## config.mk

```make
export PLATFORM = sky130hd
export DESIGN_NAME = button_conditioner
export DESIGN_NICKNAME = d
export VERILOG_FILES = /design/src/rtl/button_conditioner.sv
export SDC_FILE = /design/constraint.sdc
export NUM_CORES = 1
export LEC_CHECK = 0
export ABC_CLOCK_PERIOD_IN_PS = 2950
export CAP_MARGIN = 20
export CORE_MARGIN = 3
export CORE_UTILIZATION = 35
export DETAILED_ROUTE_END_ITERATION = 6
export PLACE_DENSITY = 0.59
export SLEW_MARGIN = 20
export SYNTH_ARGS = -nofsm -noshare
export SYNTH_HDL_FRONTEND = slang
export SYNTH_SLANG_ARGS = --single-unit
```

## constraint.sdc

```tcl
create_clock -name CLK100MHZ -period 2.95 [get_ports CLK100MHZ]
set_clock_uncertainty 0.2 [all_clocks]
set_input_delay 0.59 -clock CLK100MHZ [delete_from_list [all_inputs] [get_ports CLK100MHZ]]
set_output_delay 0.59 -clock CLK100MHZ [all_outputs]
set_load 0.02 [all_outputs]
```

## src/rtl/button_conditioner.sv

```systemverilog
// -----------------------------------------------------------------------------
// button_conditioner
//
// Purpose:
//    Input-side conditioner for the raw board push-buttons. Each button is
//    synchronised to CLK100MHZ and debounced. The block then produces a clean
//    level, single-cycle press/release pulses and a priority-encoded selection
//    event. The LED blink-speed control logic consumes btn_press / sel_*
//    rather than the raw pins.
//
// Ports:
//    CLK100MHZ    in   1       system clock, 100 MHz
//    ck_rst       in   1       asynchronous reset, active-low
//    btn          in   N_BTN   raw asynchronous buttons, 1 = pressed
//    btn_level    out  N_BTN   debounced button state
//    btn_press    out  N_BTN   1-cycle pulse per accepted 0->1 (and per auto-repeat)
//    btn_release  out  N_BTN   1-cycle pulse per accepted 1->0
//    sel_valid    out  1       1-cycle pulse, some btn_press bit was set last cycle
//    sel_idx      out  2       lowest index among those bits, held between events
//
// Configuration macro:
//    BTN_AUTOREPEAT_EN  when defined, a held button re-fires btn_press after
//                       REPEAT_DELAY cycles and then every REPEAT_PERIOD cycles.
//                       When undefined, no repeat logic exists and each accepted
//                       press gives exactly one btn_press pulse.
// -----------------------------------------------------------------------------
module button_conditioner #(
   parameter int N_BTN           = 4,
   parameter int DEBOUNCE_CYCLES = 1000000,
   parameter int REPEAT_DELAY    = 50000000,
   parameter int REPEAT_PERIOD   = 10000000
) (
   input  logic             CLK100MHZ,
   input  logic             ck_rst,
   input  logic [N_BTN-1:0] btn,
   output logic [N_BTN-1:0] btn_level,
   output logic [N_BTN-1:0] btn_press,
   output logic [N_BTN-1:0] btn_release,
   output logic             sel_valid,
   output logic [1:0]       sel_idx
);

   localparam int            CW      = (DEBOUNCE_CYCLES > 1) ? $clog2(DEBOUNCE_CYCLES) : 1;
   localparam logic [CW-1:0] DB_LAST = CW'(DEBOUNCE_CYCLES - 1);

`ifdef BTN_AUTOREPEAT_EN
   localparam int            REP_MAX = (REPEAT_DELAY > REPEAT_PERIOD) ? REPEAT_DELAY : REPEAT_PERIOD;
   localparam int            RW      = $clog2(REP_MAX + 1);
   localparam logic [RW-1:0] REP_DLY = RW'(REPEAT_DELAY);
   localparam logic [RW-1:0] REP_PER = RW'(REPEAT_PERIOD);
`else
   // The repeat parameters are kept in the parameter list so both builds
   // share one interface; they are only referenced here.
   if (REPEAT_DELAY < 0 || REPEAT_PERIOD < 1) begin : g_repeat_params_ignored
   end
`endif

   genvar gi;
   generate
      for (gi = 0; gi < N_BTN; gi++) begin : g_btn
         logic          s1_reg;
         logic          s2_reg;
         logic [CW-1:0] cnt_reg;
         logic          level_reg;
         logic          press_reg;
         logic          release_reg;
         logic          accept;
         logic          rep_fire;

         // The new synchronised level has been stable long enough. It is taken
         // on this edge.
         assign accept = (s2_reg != level_reg) && (cnt_reg == DB_LAST);

         always_ff @(posedge CLK100MHZ or negedge ck_rst) begin
            if (!ck_rst) begin
               s1_reg      <= 1'b0;
               s2_reg      <= 1'b0;
               cnt_reg     <= '0;
               level_reg   <= 1'b0;
               press_reg   <= 1'b0;
               release_reg <= 1'b0;
            end else begin
               s1_reg <= btn[gi];
               s2_reg <= s1_reg;

               // A glitch back to the accepted level wipes any partial count.
               if (s2_reg == level_reg || accept)
                  cnt_reg <= '0;
               else
                  cnt_reg <= cnt_reg + 1'b1;

               if (accept)
                  level_reg <= s2_reg;

               // The pulses are registered on the same edge as level_reg. This way
               // they line up with the first cycle that shows the new level.
               press_reg   <= (accept & s2_reg) | rep_fire;
               release_reg <= accept & ~s2_reg;
            end
         end

`ifdef BTN_AUTOREPEAT_EN
         logic [RW-1:0] rep_cnt_reg;
         logic          rep_first_reg;

         // rep_cnt_reg holds the number of edges since the last press/repeat
         // pulse. It fires on REPEAT_DELAY for the first repeat and on
         // REPEAT_PERIOD afterwards. The edge that accepts a release never fires.
         assign rep_fire = level_reg && !accept &&
                           (rep_cnt_reg == (rep_first_reg ? REP_DLY : REP_PER));

         always_ff @(posedge CLK100MHZ or negedge ck_rst) begin
            if (!ck_rst) begin
               rep_cnt_reg   <= '0;
               rep_first_reg <= 1'b0;
            end else if (accept && s2_reg) begin
               rep_cnt_reg   <= RW'(1);
               rep_first_reg <= 1'b1;
            end else if (!level_reg || accept) begin
               rep_cnt_reg   <= '0;
               rep_first_reg <= 1'b0;
            end else if (rep_fire) begin
               rep_cnt_reg   <= RW'(1);
               rep_first_reg <= 1'b0;
            end else begin
               rep_cnt_reg   <= rep_cnt_reg + 1'b1;
            end
         end
`else
         assign rep_fire = 1'b0;
`endif

         assign btn_level[gi]   = level_reg;
         assign btn_press[gi]   = press_reg;
         assign btn_release[gi] = release_reg;
      end
   endgenerate

   // Priority encoder: the loop scans downward, so the lowest set bit is the
   // last one written and wins.
   logic [1:0] low_idx;
   always_comb begin
      low_idx = 2'd0;
      for (int i = N_BTN - 1; i >= 0; i--) begin
         if (btn_press[i])
            low_idx = 2'(i);
      end
   end

   logic       sel_valid_reg;
   logic [1:0] sel_idx_reg;

   always_ff @(posedge CLK100MHZ or negedge ck_rst) begin
      if (!ck_rst) begin
         sel_valid_reg <= 1'b0;
         sel_idx_reg   <= 2'd0;
      end else begin
         sel_valid_reg <= |btn_press;
         if (|btn_press)
            sel_idx_reg <= low_idx;
      end
   end

   assign sel_valid = sel_valid_reg;
   assign sel_idx   = sel_idx_reg;

endmodule

```

==> metrics <==
number of diodes=0; detailed-route wire length per cell=13.3 µm; first drt pass iteration count=4; CTS Hold Bufs=0; EDFF count, synth=0; Yosys Warn Count=0; met2 usage=0.206; Final nets=494; Highest Clock Rate=0.397 GHz; Cell Area, Synth=0.00483 mm²; post-CTS resize count=0; final instance area=0.00551 mm²; largest cells by area after synthesis=dfrtp_1 (53%), xnor2_1 (7.1%), nor2_1 (5.7%); Detail Placement HPWL=6.19 mm; CTS Root Cell=clkbuf_16; Crit. End Element=flip-flop; Cells after Synth=464; crit path DAT=2.55 ns; total setup buffers inserted after CTS=0; period utilization=0.854; share of cells above drive strength 1=0.0777; status=finished, final reports clean; largest net degree at the start of global routing=47; Cell variety after synth=43; GR Util met3=0.0242; Port Buffers=20; PwrDens=500 mW/mm²; GPL Wtd Cong=0.843; Sum Neg Setup Slack=0 ns; RSZ-0062 raised after global routing=no; Die Area=0.0153 mm²; xor-xnor portion of the synthesized cell area=0.105; final worst setup slack=0.430 ns; Synth Area in Adders=0.0104; CP max FO=5; die height=124 µm; Post-Route Utilization=0.413; vias in the first global route=3,299; via count=3,347; # IOs=21; vias per cell=5.03; Slew headroom=0.598; CTS sink count=103; total chip power=2.76 mW; CTS tree=yes; Crit Path Class=flip-flop to flip-flop; CTS max path bufs=2; Area Overhead vs Synth=14.1%; final std cells w/o fill=665; Initial Util=0.362; Period minus WS final=2.52 ns; core area=0.0133 mm²; Iteration-0 DRC Markers=230; Worst VDD drop=0.000282 V; hold slack=0.0156 ns; initial antenna violation count=0; worst-margin pin slew=0.597 ns; DP Area=0.00520 mm²; grt peak-use layer=met2; row cnt=42; ys async rst share=1.00; Worst Path Required=2.98 ns; met1 Usage GRT=0.167; largest family of logic cells by synthesized area=simple AND/OR/NAND/NOR gates; Placed Cells=649; final hold vios=0; max FFs per register=80; Slew Limit Fails=0; Seq/Total Area, Yosys=0.533; CTS clk-pin slew, worst paths=0.07 ns; max cap viols=0; Num CTS Buffers=9; dpl ws=0.430 ns; routed wire length=8.85 mm; Syn Nets=474; Synth area leader=dfrtp_1; multiplexer share of the synthesized area=0.0163; Compound-Gate Fraction of Synth Area=0.0520; Worst setup SP type=flip-flop; Sequential Area=0.00258 mm²; Synth Area in Simple Gates=0.248; # setup viols final=0; Syn Area/Cell=10.4 µm²; multi-input logic area=0.00209 mm²; H-tree Lvls=3; first-pass GRT wire length=15.5 mm; Main synth FF type=dfrtp_1; DRT antenna net count=0; gr usage total=0.129; leakage=2.20 nW; HP Class=primary input to asynchronous set/reset pin; fill count=1,274; synthesis-stage register bit count=103; Yosys top cell area share=0.533; clock insertion delay at the later pin of the skew report=0.35 ns; DRC=0; total gr overflow=0; Die W=124 µm
[logic make-up (layout without fill, tap and decap cells)]
logic type,Yosys count,after routing
buffers and inverters,32,57
adder cells (fa/ha/maj),4,4
multiplexers,7,7
flip-flops,103,103
XOR/XNOR,58,58
AO/OA/AOI/OAI,35,35
AND/OR/NAND/NOR,225,225
[worst max-delay path, cell delays in order, from the launching register on]
cell and delay, ns:
dfrtp_1 0.42, or4_1 0.53, or4_4 0.52, or3_4 0.43, mux2_4 0.31
[Yosys cell counts, types with 2 or more instances]
master,n
o2111a_1,3
nand3_1,23
o31ai_1,8
inv_1,13
nor4bb_1,4
xor2_1,19
o21ai_0,4
nor3_1,15
nor3b_1,8
nand4_1,16
and3_1,11
nand2_1,21
nor4_1,16
xnor2_1,39
nor2_1,73
or4_1,10
buf_4,13
dfrtp_1,103
clkbuf_1,5
or3_1,7
and4_1,4
and2_1,4
mux2i_1,3
o21ai_1,2
a21oi_1,12
ha_1,4
mux2_2,3
o221ai_1,3
or2_2,4
[cells in the final DEF, fill, tap and decap left out, drive strengths merged, types with 2 or more instances in the layout]
cell type      count
or2                5
dfrtp            103
xor2              19
ha                 4
clkinv             2
clkdlybuf4s50     19
xnor2             39
or3                8
nor3              15
nand2             21
or4b               2
nand4             16
inv               13
mux2               4
nor4              16
clkbuf            13
and3              12
or4               11
o2111a             3
buf                9
nor3b              8
and4               4
o21ai              6
nor4bb             4
nor2              73
o31ai             10
o221ai             3
and2               4
nand3             23
mux2i              3
a21oi             12
[area by class of cell]
type | instances | area share
tap | 176 | 0.0399
inverter | 13 | 0.00885
multi-input combinational | 329 | 0.378
clock buffer | 13 | 0.0490
sequential | 103 | 0.468
timing repair buffer | 28 | 0.0490
clock inverter | 3 | 0.00726
[power by group]
part / internal [mW] / total, mW / switching, mW
Sequential: 1.43 / 1.45 / 0.0177
Combinational: 0.0303 / 0.0859 / 0.0556
Clock: 0.725 / 1.22 / 0.498
[routing by layer]
metal | routed length, µm | vias to the layer above
met1 | 4260 | 1623
met2 | 4150 | 36
met5 | 0 | -
met4 | 217 | 0
li1 | - | 1675
met3 | 223 | 13
[path summary, 6_finish.rpt]
path / startpoint / end / slack [ns] / cells after the start
worst min-delay path: ck_rst / g_btn[3].cnt_reg[13] / 0.02 / 1
worst max-delay path: g_btn[1].cnt_reg[12] / g_btn[1].level_reg / 0.43 / 4
worst min register to register: g_btn[1].s1_reg / g_btn[1].s2_reg / 0.15 / 0
worst max register to register: g_btn[1].cnt_reg[12] / g_btn[1].level_reg / 0.43 / 4
max in group asynchronous: ck_rst / g_btn[2].level_reg / 1.88 / 2
min in group CLK100MHZ: g_btn[1].s1_reg / g_btn[1].s2_reg / 0.15 / 0
Power figures use the tool's default switching activity.
